## src/rtl/sort_framer.sv

```systemverilog
// sort_framer: collects four upstream bytes into a frame, presents them to an
// external 4-input sorting network, captures the sorted words and streams them
// out one per handshake, smallest first (DESC = 0) or largest first (DESC = 1).
// Fill and drain never overlap: a new frame is accepted only after the previous
// one has fully drained.

module sort_framer #(
  parameter int DESC = 0
) (
  input  logic       clk,
  input  logic       rst,

  // Upstream byte stream
  input  logic       in_valid,
  input  logic [7:0] in_data,
  output logic       in_ready,

  // External sorting network (srt_out1 <= srt_out2 <= srt_out3 <= srt_out4)
  output logic [7:0] srt_in1,
  output logic [7:0] srt_in2,
  output logic [7:0] srt_in3,
  output logic [7:0] srt_in4,
  input  logic [7:0] srt_out1,
  input  logic [7:0] srt_out2,
  input  logic [7:0] srt_out3,
  input  logic [7:0] srt_out4,

  // Downstream sorted byte stream
  output logic       out_valid,
  output logic [7:0] out_data,
  output logic       out_last,
  input  logic       out_ready,

  output logic       frame_done
);

  // FSM encoding
  localparam logic [1:0] ST_FILL    = 2'd0;
  localparam logic [1:0] ST_CAPTURE = 2'd1;
  localparam logic [1:0] ST_DRAIN   = 2'd2;

  localparam logic [1:0] LAST_IDX = 2'd3;

  logic [1:0] state_q,    state_d;
  logic [1:0] fill_cnt_q, fill_cnt_d;
  logic [1:0] idx_q,      idx_d;
  logic [7:0] slot_q [4];
  logic [7:0] slot_d [4];
  logic [7:0] res_q  [4];
  logic [7:0] res_d  [4];

  logic       in_accept;
  logic       out_beat;
  logic [1:0] rd_sel;

  // The frame slots feed the sorting network continuously.
  assign srt_in1 = slot_q[0];
  assign srt_in2 = slot_q[1];
  assign srt_in3 = slot_q[2];
  assign srt_in4 = slot_q[3];

  // Handshake and output decode, all derived from registered state so the
  // outputs stay stable while the downstream stalls.
  always_comb begin
    in_ready   = (state_q == ST_FILL);
    in_accept  = in_valid && in_ready;
    out_valid  = (state_q == ST_DRAIN);
    out_beat   = out_valid && out_ready;
    rd_sel     = (DESC != 0) ? (LAST_IDX - idx_q) : idx_q;
    out_data   = out_valid ? res_q[rd_sel] : 8'h00;
    out_last   = out_valid && (idx_q == LAST_IDX);
    frame_done = out_beat && (idx_q == LAST_IDX);
  end

  // Next-state logic: fill slots, capture sorter results, drain one word per
  // handshake and return to fill after the last word.
  always_comb begin
    // NOTE: every signal written here gets a default first, so no path through
    // the case statement can leave one unassigned and infer a latch.
    state_d    = state_q;
    fill_cnt_d = fill_cnt_q;
    idx_d      = idx_q;
    slot_d     = slot_q;
    res_d      = res_q;

    case (state_q)
      ST_FILL: begin
        if (in_accept) begin
          slot_d[fill_cnt_q] = in_data;
          fill_cnt_d         = fill_cnt_q + 2'd1;
          if (fill_cnt_q == LAST_IDX) begin
            state_d = ST_CAPTURE;
          end
        end
      end

      ST_CAPTURE: begin
        // Slots have been stable for a full cycle; the sorter outputs are settled.
        res_d[0]   = srt_out1;
        res_d[1]   = srt_out2;
        res_d[2]   = srt_out3;
        res_d[3]   = srt_out4;
        fill_cnt_d = 2'd0;
        idx_d      = 2'd0;
        state_d    = ST_DRAIN;
      end

      ST_DRAIN: begin
        if (out_beat) begin
          if (idx_q == LAST_IDX) begin
            idx_d      = 2'd0;
            fill_cnt_d = 2'd0;
            state_d    = ST_FILL;
          end else begin
            idx_d = idx_q + 2'd1;
          end
        end
      end

      default: begin
        // Unused encoding: recover to an empty frame.
        idx_d      = 2'd0;
        fill_cnt_d = 2'd0;
        state_d    = ST_FILL;
      end
    endcase
  end

  // State registers with asynchronous reset discarding any partial frame.
  always_ff @(posedge clk or posedge rst) begin
    if (rst) begin
      // NOTE: the slot and result arrays are reset as well, because their
      // contents are visible on srt_in* and must read zero after reset.
      state_q    <= ST_FILL;
      fill_cnt_q <= 2'd0;
      idx_q      <= 2'd0;
      for (int i = 0; i < 4; i++) begin
        slot_q[i] <= 8'h00;
        res_q[i]  <= 8'h00;
      end
    end else begin
      // NOTE: non-blocking assignments so every flop samples pre-edge values.
      state_q    <= state_d;
      fill_cnt_q <= fill_cnt_d;
      idx_q      <= idx_d;
      for (int i = 0; i < 4; i++) begin
        slot_q[i] <= slot_d[i];
        res_q[i]  <= res_d[i];
      end
    end
  end

endmodule

```

## config.mk

```make
export PLATFORM = sky130hd
export DESIGN_NAME = sort_framer
export DESIGN_NICKNAME = d
export VERILOG_FILES = /design/src/rtl/sort_framer.sv
export SDC_FILE = /design/constraint.sdc
export NUM_CORES = 1
export LEC_CHECK = 0
export ABC_AREA = 1
export BUFFER_PORTS_ARGS = -buffer_cell sky130_fd_sc_hd__buf_2
export CORE_UTILIZATION = 45
export DETAILED_ROUTE_END_ITERATION = 8
export PLACE_DENSITY_LB_ADDON = 0.08
export SLEW_MARGIN = 10
export SYNTH_ARGS = -nofsm -noshare
export SYNTH_HDL_FRONTEND = slang
export SYNTH_SLANG_ARGS = --single-unit
```

## constraint.sdc

```tcl
create_clock -name clk -period 5.5 [get_ports clk]
set_input_delay 1.1 -clock clk [delete_from_list [all_inputs] [get_ports clk]]
set_output_delay 1.1 -clock clk [all_outputs]
set_load 0.01 [all_outputs]
```

==> run summary <==
The clock transition at the registers of the reported paths is 0.07 ns. The placed instance area is 3650 sq um. The worst slew slack as a fraction of its limit is 0.291. The maximum clock frequency came out at 339 MHz. The post-synthesis area per instance came out at 8.38 sq um. The final wirelength is 7.54 mm. At the end of routability-driven placement, the weighted congestion stood at 0.858. The critical path in this run is classified as reg -> out. The TritonCTS clock tree is built. The floorplan step defined a die boundary enclosing 7400 sq um. The actual transition at the worst max-transition pin came out at 1.06 ns.

The number of unique standard cell types used by synthesis came out at 20. The number of ports placed on the die boundary is 88. Clock tree synthesis inserted a total of 9 buffers. The power consumption is 1.86 mW.

For the final routed database, the setup TNS stands at 0 ns. Before CTS, the worst setup slack after placement is 2.83 ns. The clock passes through at most 2 buffers. The average routed wire per standard cell came out at 13.3 microns. The floorplan core area is 6790 sq um. Excluding fillers, the count of instances in the completed layout stands at 565.

The count of unresolved DRC violations after routing is 0. Power spread over the standard cell area amounts to 483 nW/um^2. The worst hold path class is reg -> reg. The count of clock tree sinks came out at 70. In the post-route analysis, the smallest setup slack over all paths is 2.55 ns. The routed layout has 2736 vias. The fill cell total of the finished layout came out at 644. The number of max-slew violations in the final report was 0. Setup violations remaining at the end of the flow were counted as 0. Across the run, the number of max-cap violations was 0. The total of warnings raised by yosys is 0. In this run, synthesis produced a sequential element count of 70.

The number of vias per cell came out at 4.84. The CTS H-tree depth came out at 3. The detailed router finished its first iteration with 99 violations.

The port buffer count is 87. The number of setup buffers added after CTS is 0. The initial core utilization came out at 0.468. Setup repair after global routing left no endpoint under its margin.

The depth of the worst register-to-register path came out at 4. The cell count of the worst hold path is 2. The worst-path maximum fanout is 19. The largest net degree at the start of global routing is 71. The half-perimeter wire length after placement is 5.21 mm.

The total non-filler cell area in the finished layout is 3850 sq um. After layout, the minimum clock period comes to 2.95 ns. The repair_antennas step left the layout with diodes totalling 0. The sequential share of the synthesized area is 0.551. The kind of end point of the critical path is a primary output. The worst clock skew is 0.00743 ns. The share of layout cells above drive strength 1 is 0.245.

The required time reported for the critical path endpoint is 4.40 ns. STA classifies the critical path startpoint as a flip-flop. The number of global-route vias before repair is 2623. The cell sitting at the root of the clock tree is a sky130_fd_sc_hd__clkbuf_8.

The die height is 86.0 microns. The run finished with clean final reports. In the finished design, the share of the clock period the worst path needs comes to 0.536. The number of gates resized after CTS was 0. The number of cells after detailed placement is 550. The global-route wire length before repair came out at 12.3 mm. The initial antenna violation count is 0. In this run, post-CTS hold repair placed 0 buffers. The total congestion overflow came out at 0. For this run, the post-layout net count is 514. The area added between synthesis and finish came out at 21.1%. The first detailed-routing pass took 4 iterations. The synthesized cell area is 3180 sq um. The analysis attributes to cell leakage a power of 2.15 nW. For the worst-skew pair, the clock arrives at the later sink with an insertion delay of 0.34 ns. In the synthesized netlist, the number of instances is 379.

The synthesized netlist net count is 428. The detail route stage leaves a number of antenna-violating nets equal to 0. The total routing resource utilization after global routing is 0.219. For the worst setup path, the data arrival time is 1.85 ns. From left edge to right edge, the die measures 86.0 microns. The number of failing hold endpoints at the final stage is 0. The site row count came out at 30. The worst voltage drop across the vdd grid came out at 232 uV.
==> report_power, final <==
group | switching [mW] | internal (mW)
combinational | 0.421 | 0.247
clock | 0.200 | 0.219
sequential | 0.0951 | 0.673
==> worst max-delay path, cell delays in order (launching register included) <==
cell and delay, ns:
sky130_fd_sc_hd__dfrtp_1 0.71, sky130_fd_sc_hd__inv_2 0.26, sky130_fd_sc_hd__nand2_1 0.11, sky130_fd_sc_hd__nand3_1 0.08, sky130_fd_sc_hd__a21oi_1 0.19, sky130_fd_sc_hd__buf_2 0.16
==> logic make-up (layout without fill, tap and decap cells) <==
kind of cell / Yosys count / after routing / synth area share
and+or+nand+nor: 170 / 170 / 0.227
AOI/OAI and AO/OA: 74 / 74 / 0.118
DFF: 70 / 70 / 0.551
buffers and inverters: 60 / 150 / 0.0843
adders and majority gates: 5 / 5 / 0.0197
==> cells in the mapped netlist <==
master	count	area (sq um)
sky130_fd_sc_hd__nand2_1	105	394
sky130_fd_sc_hd__dfrtp_1	70	1750
sky130_fd_sc_hd__inv_1	44	165
sky130_fd_sc_hd__a21oi_1	38	190
sky130_fd_sc_hd__nor2_1	35	131
sky130_fd_sc_hd__nand3_1	21	105
sky130_fd_sc_hd__o21ai_0	21	105
sky130_fd_sc_hd__o21ai_1	14	70.1
sky130_fd_sc_hd__buf_2	7	35.0
sky130_fd_sc_hd__ha_1	5	62.6
sky130_fd_sc_hd__nor2_4	5	56.3
sky130_fd_sc_hd__buf_4	3	22.5
sky130_fd_sc_hd__buf_6	3	33.8
sky130_fd_sc_hd__inv_2	2	7.51
sky130_fd_sc_hd__a21oi_2	1	8.76
sky130_fd_sc_hd__clkinv_1	1	3.75
sky130_fd_sc_hd__nand2_2	1	6.26
sky130_fd_sc_hd__nand2_4	1	11.3
sky130_fd_sc_hd__nand4_1	1	6.26
sky130_fd_sc_hd__nor3_2	1	10.0
==> stage by stage <==
step	util	hold WS (ns)
2_1_floorplan	-	0.443
3_3_place_gp	0.537	0.460
3_5_place_dp	0.537	0.462
4_1_cts	0.566	0.480
5_1_grt	0.566	0.508
6_report	0.566	0.474
==> layout by cell type (no fill, tap or decap), drive strengths merged <==
| cell type | n |
|---|---|
| nor3 | 1 |
| bufinv | 1 |
| ha | 5 |
| nor2 | 40 |
| a21oi | 39 |
| buf | 88 |
| clkinvlp | 4 |
| nand2 | 107 |
| dfrtp | 70 |
| nand4 | 1 |
| clkbuf | 10 |
| clkinv | 1 |
| inv | 46 |
| nand3 | 21 |
| o21ai | 35 |
==> routing by layer <==
layer  vias up  part of all wire  track usage
li1       1358                 -            -
met1      1273              0.44        0.277
met2        90              0.47        0.356
met3        15             0.057       0.0481
met4         0             0.024        0.105
met5         -                 0            0
==> state kept, by name (all words and copies together), names as in the netlist <==
register	count
res_q	32
srt_in1	8
srt_in2	8
srt_in3	8
srt_in4	8
fill_cnt_q	2
idx_q	2
state_q	2
==> final cells by class <==
type,count,area (sq um),area share
repair buffers,88,443,0.115
clock buffers,10,138,0.0358
flip-flops and latches,70,1750,0.455
clock inverters,5,60.1,0.0156
well taps,96,120,0.0312
inverters,47,176,0.0459
multi-input cells,249,1160,0.301
==> worst paths after layout <==
path | start | slack, ns | to
hold / removal | srt_in2[3] | 0.47 | srt_in2[3]
setup / recovery | idx_q[0] | 2.55 | out_data[4]
setup reg to reg | state_q[1] | 3.73 | res_q[26]
max in group asynchronous | rst | 3.92 | srt_in3[2]
min in group asynchronous | rst | 1.02 | res_q[30]
hold reg to reg | srt_in2[3] | 0.47 | srt_in2[3]
(Power assumes the default switching activity.)
